### src/rtl/data_mem_arbiter.sv
// Two-port arbiter in front of the single-port data memory: port 0 (core) and port 1 (loader DMA).
// Grant is combinational; a burst limit bounds starvation, and out-of-range accesses are masked and flagged.
module data_mem_arbiter #(
    parameter int p_WORD_LEN  = 16,
    parameter int p_ADDR_LEN  = 10,
    parameter int p_MAX_BURST = 4
) (
    input  logic                  i_clk,
    input  logic                  i_rst_n,
    input  logic                  i_r0_req,
    input  logic                  i_r0_wr_en,
    input  logic [15:0]           i_r0_addr,
    input  logic [p_WORD_LEN-1:0] i_r0_wr_data,
    output logic                  o_r0_gnt,
    output logic [p_WORD_LEN-1:0] o_r0_rd_data,
    input  logic                  i_r1_req,
    input  logic                  i_r1_wr_en,
    input  logic [15:0]           i_r1_addr,
    input  logic [p_WORD_LEN-1:0] i_r1_wr_data,
    output logic                  o_r1_gnt,
    output logic [p_WORD_LEN-1:0] o_r1_rd_data,
    output logic                  o_mem_wr_en,
    output logic [p_ADDR_LEN-1:0] o_mem_addr,
    output logic [p_WORD_LEN-1:0] o_mem_wr_data,
    input  logic [p_WORD_LEN-1:0] i_mem_rd_data,
    input  logic                  i_err_clr,
    output logic                  o_oor_err,
    output logic [15:0]           o_stall_cnt
);

    localparam int                 BURST_W    = $clog2(p_MAX_BURST + 1);
    localparam logic [BURST_W-1:0] BURST_MAX  = BURST_W'(p_MAX_BURST);
    localparam logic [16:0]        ADDR_LIMIT = 17'(2 ** p_ADDR_LEN);

    typedef enum logic {
        OWN_R0 = 1'b0,
        OWN_R1 = 1'b1
    } owner_t;

    owner_t             r_last, last_nxt, gnt_owner;
    logic [BURST_W-1:0] r_burst, burst_nxt;
    logic               r_oor_err, oor_nxt;
    logic [15:0]        r_stall_cnt, stall_nxt;

    logic in_range0, in_range1;
    logic gnt0, gnt1;
    logic oor_set, refused;

    // Range test uses the full 16-bit address; the extra bit keeps 2**p_ADDR_LEN representable.
    assign in_range0 = {1'b0, i_r0_addr} < ADDR_LIMIT;
    assign in_range1 = {1'b0, i_r1_addr} < ADDR_LIMIT;

    always_comb begin
        gnt0 = 1'b0;
        gnt1 = 1'b0;
        if (i_rst_n) begin
            if (i_r0_req && i_r1_req) begin
                // Stay with the last owner until its burst is used up, then hand over.
                if (r_burst < BURST_MAX) begin
                    gnt0 = (r_last == OWN_R0);
                    gnt1 = (r_last == OWN_R1);
                end else begin
                    gnt0 = (r_last == OWN_R1);
                    gnt1 = (r_last == OWN_R0);
                end
            end else begin
                gnt0 = i_r0_req;
                gnt1 = i_r1_req;
            end
        end
        gnt_owner = gnt1 ? OWN_R1 : OWN_R0;
    end

    assign o_r0_gnt      = gnt0;
    assign o_r1_gnt      = gnt1;
    assign o_mem_addr    = gnt1 ? i_r1_addr[p_ADDR_LEN-1:0] : i_r0_addr[p_ADDR_LEN-1:0];
    assign o_mem_wr_data = gnt1 ? i_r1_wr_data : i_r0_wr_data;
    assign o_mem_wr_en   = (gnt0 & i_r0_wr_en & in_range0) | (gnt1 & i_r1_wr_en & in_range1);
    assign o_r0_rd_data  = (gnt0 & ~i_r0_wr_en & in_range0) ? i_mem_rd_data : '0;
    assign o_r1_rd_data  = (gnt1 & ~i_r1_wr_en & in_range1) ? i_mem_rd_data : '0;

    assign oor_set = (gnt0 & ~in_range0) | (gnt1 & ~in_range1);
    assign refused = (i_r0_req & ~gnt0) | (i_r1_req & ~gnt1);

    always_comb begin
        last_nxt  = r_last;
        burst_nxt = r_burst;
        oor_nxt   = r_oor_err;
        stall_nxt = r_stall_cnt;
        if (gnt0 || gnt1) begin
            if (gnt_owner == r_last) begin
                if (r_burst < BURST_MAX) begin
                    burst_nxt = r_burst + 1'b1;
                end
            end else begin
                last_nxt  = gnt_owner;
                burst_nxt = BURST_W'(1);
            end
        end else begin
            burst_nxt = '0;
        end
        if (oor_set) begin
            oor_nxt = 1'b1;
        end else if (i_err_clr) begin
            oor_nxt = 1'b0;
        end
        if (refused && (r_stall_cnt != '1)) begin
            stall_nxt = r_stall_cnt + 1'b1;
        end
    end

    always_ff @(posedge i_clk or negedge i_rst_n) begin
        if (!i_rst_n) begin
            r_last      <= OWN_R0;
            r_burst     <= '0;
            r_oor_err   <= 1'b0;
            r_stall_cnt <= '0;
        end else begin
            r_last      <= last_nxt;
            r_burst     <= burst_nxt;
            r_oor_err   <= oor_nxt;
            r_stall_cnt <= stall_nxt;
        end
    end

    assign o_oor_err   = r_oor_err;
    assign o_stall_cnt = r_stall_cnt;

endmodule

### config.mk
export PLATFORM = sky130hd
export DESIGN_NAME = data_mem_arbiter
export DESIGN_NICKNAME = d
export VERILOG_FILES = /design/src/rtl/data_mem_arbiter.sv
export SDC_FILE = /design/constraint.sdc
export NUM_CORES = 1
export LEC_CHECK = 0
export CAP_MARGIN = 40
export CORE_MARGIN = 2
export CORE_UTILIZATION = 26
export DETAILED_ROUTE_END_ITERATION = 12
export GPL_ROUTABILITY_DRIVEN = 1
export PLACE_DENSITY = 0.76
export SLEW_MARGIN = 40
export SYNTH_ARGS = -nofsm -noshare
export SYNTH_HDL_FRONTEND = slang
export SYNTH_SLANG_ARGS = --single-unit
### constraint.sdc
create_clock -name i_clk -period 1.8 [get_ports i_clk]
set_input_delay 0.45 -clock i_clk [delete_from_list [all_inputs] [get_ports i_clk]]
set_output_delay 0.45 -clock i_clk [all_outputs]
set_load 0.01 [all_outputs]
== Word level (Yosys, flattened, before mapping) ==
Index checks and enable logic that the tools add are counted.
W data, S select, Z words.
Storage, ports and cells
  bits of input ports: 87
  output and inout port bits: 78
  word-level logic and storage cells: 56
  register bits: 21
Cells by class
  muxes and demuxes: 16
  equality and inequality tests: 3
  reduce and logical (&&, ||, !) cells: 5
  bitwise gates (word level): 23
  order comparisons: 3
  add/sub/neg operators: 2
Operator list (number)
  $mux W16: 3
  $lt A16 B11 Y1 const B: 2
  $add A16 B1 Y16 const B: 1
  $ne A16 B16 Y1 const B: 1
  $and A1 B1 Y1: 12
  $mux W10: 1
  $mux W1: 9
  $mux W3: 3
  $not A1 Y1: 8
  $add A3 B1 Y3 const B: 1
  $lt A3 B3 Y1 const B: 1
  $ne A3 B2 Y1 const B: 1
  $or A1 B1 Y1: 3
  $logic_and A1 B1 Y1: 2
  $reduce_and A2 Y1: 1
  $reduce_bool A2 Y1: 1
  $eq A1 B1 Y1: 1
  $logic_or A1 B1 Y1: 1

== Depth between registers and ports, before layout ==
  word-level depth: 8
  mapped depth: 5
  mapped depth without buffers: 5

== Worst setup path before layout ==
OpenSTA, ideal clock, no wires.
  path kind: flip-flop to output port
  from: register r_last
  to: output o_r0_rd_data[10]
  path buffers: 1
  path slack: -0.192 ns
  data arrival time: 1.542 ns
  cell stages (with the launch flop): 6
  data required time: 1.350 ns
  cells stage by stage: dfrtp_1 > xnor2_1 > o211ai_2 > nor3_2 > clkbuf_2 > and2_1
On the way
  longest elaborated chain between the ends: 7
RTL lines
  from (decl): RTL line 40  | owner_t r_last, last_nxt, gnt_owner;
  from (signal assigned): RTL line 119  | r_last <= last_nxt;
  $not A1 Y1: RTL line 60  | gnt0 = (r_last == OWN_R0);
  $mux W1 *: RTL line 59  | if (r_burst < BURST_MAX) begin
  $mux W1 *: RTL line 57  | if (i_r0_req && i_r1_req) begin
  $mux W1 *: RTL line 56  | if (i_rst_n) begin
  $and A1 B1 Y1 * (2 in series): RTL line 79  | assign o_r0_rd_data = (gnt0 & ~i_r0_wr_en & in_range0) ? i_mem_rd_data : '0;
  $mux W16 *: RTL line 79
  to (decl): RTL line 15  | output logic [p_WORD_LEN-1:0] o_r0_rd_data,
Every way passes the cells marked *; elsewhere a longest branch is shown, timed or not.

== Worst setup path in the final report ==
  from: register r_last
  to: output o_r1_rd_data[8]
On the way
  longest elaborated chain between the ends: 7
RTL lines
  $not A1 Y1: RTL line 64  | gnt1 = (r_last == OWN_R0);
  $mux W1 *: RTL line 59
  $mux W1 *: RTL line 57
  $mux W1 *: RTL line 56
  $and A1 B1 Y1 * (2 in series): RTL line 80  | assign o_r1_rd_data = (gnt1 & ~i_r1_wr_en & in_range1) ? i_mem_rd_data : '0;
  $mux W16 *: RTL line 80
  to (decl): RTL line 21  | output logic [p_WORD_LEN-1:0] o_r1_rd_data,
Marked as above.

==> summary.md <==
| Metric | Value |
|---|---|
| Core Area | 0.00596 mm² |
| Die area | 0.00683 mm² |
| Die height | 82.7 µm |
| Peak VDD IR | 762 µV |
| Worst-Margin Slew | 0.280 ns |
| Ys async rst share | 1.00 |
| Area growth from synthesis to layout | 159% |
| Fill count | 444 |
| Antenna cells | 0 |
| First-pass GRT wire length | 10.0 mm |
| Final WL | 7.55 mm |
| Reg-to-reg critical path startpoint | r_last |
| Leak Pwr | 1.94 nW |
| Max_cap viols | 0 |
| Worst-case clock buffer depth | 2 |
| CTS Hold Bufs | 0 |
| Worst EP arrival | 1.91 ns |
| Largest net degree at the start of global routing | 13 |
| Power per cell area | 512 mW/mm² |
| Clk_lat worst skew | 0.26 ns |
| Initial antenna violation count | 0 |
| Sink Count | 21 |
| First DRT Iteration DRCs | 24 |
| Hold WC Path Type | in -> async |
| Critical path type | reg -> out |
| R2R cell count | 8 |
| Main synth FF type | dfrtp_1 |
| Worst Path Max Fanout | 3 |
| Top cell type by total area after synthesis | dfrtp_1 |
| Placer Congestion | 0.752 |
| Htree depth | 1 |
| CP max stage delay | 0.41 ns |
| Synth Cell Area | 0.00161 mm² |
| Vias | 2066 |
| Worst path slowest cell | dfrtp_1 |
| Pwr Total | 2.14 mW |
| Post-route worst setup slack | -0.559 ns |
| Post-synth top cells | and2_1 (33), mux2_2 (27), dfrtp_1 (21), xnor2_1 (12), nor2_1 (7) |
| FF-to-FF End | o_oor_err |
| Worst R2R Setup Slack | 0.06 ns |
| Min Tclk post-route | 2.36 ns |
| Critical path required time | 1.35 ns |
| Min Hold Slack | 0.337 ns |
| Drt wl/cell | 16.7 µm |
| Post-route ant nets | 0 |
| Register bit total from synthesis | 21 |
| Net count reported at finish | 466 |
| Port buffer count | 164 |
| Setup violators final | 61 |
| CTS root buf | clkbuf_8 |
| DR DRC count | 0 |
| Initial Util | 0.270 |
| Outcome | complete, but fails checks |
| Gr ovfl total | 0 |
| Syn avg cell area | 9.93 µm² |
| Top cell type's share of synthesized area | 0.327 |
| Tot GR Track Use | 0.193 |
| Relative slew slack | 0.813 |
| Post-synthesis instance total | 162 |
| Ports | 165 |
| Number of vias per cell | 4.58 |
| Place WS | -1.02 ns |
| Yosys Warn Count | 0 |
| Failing checks | negative setup slack |
| Most numerous cell in the Yosys netlist | and2_1 |
| Area contributors post-synth | dfrtp_1 (33%), mux2_2 (19%), and2_1 (13%) |
| Num rows | 28 |
| Crit-path most repeated cell | buf_6 |
| Worst path cell trace | xnor2_2 -> a21oi_4 -> buf_6 -> nor3b_4 -> buf_12 -> buf_6 -> buf_6 -> and2_4 -> buf_6 |
| Startpoint Class | register |
| TritonCTS clock tree | yes |
| Number of global-route vias before repair | 1959 |
| Sequential element share of the synthesized area | 0.327 |
| Synth cell types | 35 |
| Critical path endpoint category | output pin |
| Finished Core Util | 0.701 |
| Post-route clock period utilization | 1.31 |
| Worst Clk Skew | 0.00410 ns |
| RSZ-0062 raised after global routing | true |
| Mapped Nets | 251 |
| Post-DP HPWL | 5.49 mm |
| Final Hold Vio Count | 0 |
| Max Clock Freq | 424 MHz |
| EDFF count, synth | 0 |
| Clock transition at the registers of the reported paths | 0.08 ns |
| Drt first pass iters | 4 |
| Num CTS Buffers | 3 |
| Slew Viols, Final | 0 |
| Die W | 82.7 µm |
| Fraction of layout cells with a size suffix above 1 | 0.500 |
per-stage QoR:
stage               cell area [µm²]  setup TNS, ns  instances
global route                   4170         -31.01        451
detailed placement             3630         -65.44        424
floorplan                      1710          -2.23        162
global placement               3630         -64.17        424
finish                         4170         -26.29        451
CTS                            3920         -30.91        451
cells by family after synthesis:
family                   after synthesis  share of synthesized area
XOR/XNOR                              16                     0.0871
flip-flops                            21                      0.327
AND/OR/NAND/NOR                       72                      0.271
AO/OA/AOI/OAI                         15                     0.0785
buffers and inverters                  8                     0.0257
adder cells (fa/ha/maj)                2                     0.0155
multiplexers                          28                      0.195
layout by cell type, fill, tap and decap left out, types with 2 or more instances in the layout:
cell type        netlist  final
a21o_1                 2      2
a21oi_4                1      4
a31oi_1                2      2
and2_1                33     10
and2_4                 0     23
and3_1                 3      3
and4_1                 4      4
buf_12                 0      5
buf_16                 0      2
buf_2                  2      9
buf_4                  2     30
buf_6                  0     66
clkbuf_8               0      3
clkdlybuf4s15_1        0      3
clkdlybuf4s50_1        0     92
dfrtp_1               21     21
dlygate4sd2_1          0      7
ha_1                   2      2
inv_1                  3      2
mux2_4                 0     26
nand2_1                6      4
nand2_2                0      2
nand3_1                6      6
nand4_1                4      4
nor2_1                 7      4
nor2_2                 0      3
nor4_2                 0      2
o21ai_0                2      2
xnor2_1               12     10
xnor2_2                0      2
xor2_1                 4      4
timing repair:
| item | in CTS | in global routing |
|---|---|---|
| gates resized for setup | 321 | 76 |
| endpoints found under the setup margin | 77 | 75 |
| pin swaps | 22 | 18 |
| buffers inserted | 19 | 8 |
| cloned | 5 | 0 |
report_power, final:
| part | total, mW | internal, mW | switching [mW] |
|---|---|---|---|
| Clock | 0.303 | 0.157 | 0.146 |
| Combinational | 1.20 | 0.764 | 0.439 |
| Sequential | 0.630 | 0.564 | 0.0658 |
critical path: cells and delay by family, from the launching register on:
kind                      cells  cell delay (ns)
AOI/OAI and AO/OA             1             0.18
xor gates and xnor gates      1             0.17
buffers and inverters         5             0.53
DFF                           1             0.41
and+or+nand+nor               2             0.35
worst max-delay path by stage:
stage,depth (start not counted),from,end
4_1_cts,9,r_burst[2],o_r0_rd_data[15]
6_report,9,r_last,o_r1_rd_data[8]
3_5_place_dp,6,i_rst_n,o_mem_addr[7]
5_1_grt,9,r_last,o_r1_rd_data[8]
2_1_floorplan,5,r_last,o_r0_rd_data[10]
3_3_place_gp,7,i_rst_n,o_r1_rd_data[2]
state kept, by name (all words and copies together), names as in the netlist:
name and cells:
o_stall_cnt 16, r_burst 3, o_oor_err 1, r_last 1
area by class of cell:
cell class / instances / area (µm²) / area share
Sequential cell: 21 / 526 / 0.126
Tap cell: 75 / 93.8 / 0.0225
Inverter: 3 / 13.8 / 0.00330
Clock buffer: 4 / 45.0 / 0.0108
Timing Repair Buffer: 215 / 2190 / 0.524
Multi-Input combinational cell: 133 / 1310 / 0.314
metal layers:
metal	track usage	share of wire
met1	0.208	0.34
met2	0.381	0.56
met3	0.0359	0.078
met4	0.0492	0.017
met5	0	0
Note: power is estimated with default switching activity, not from simulation.
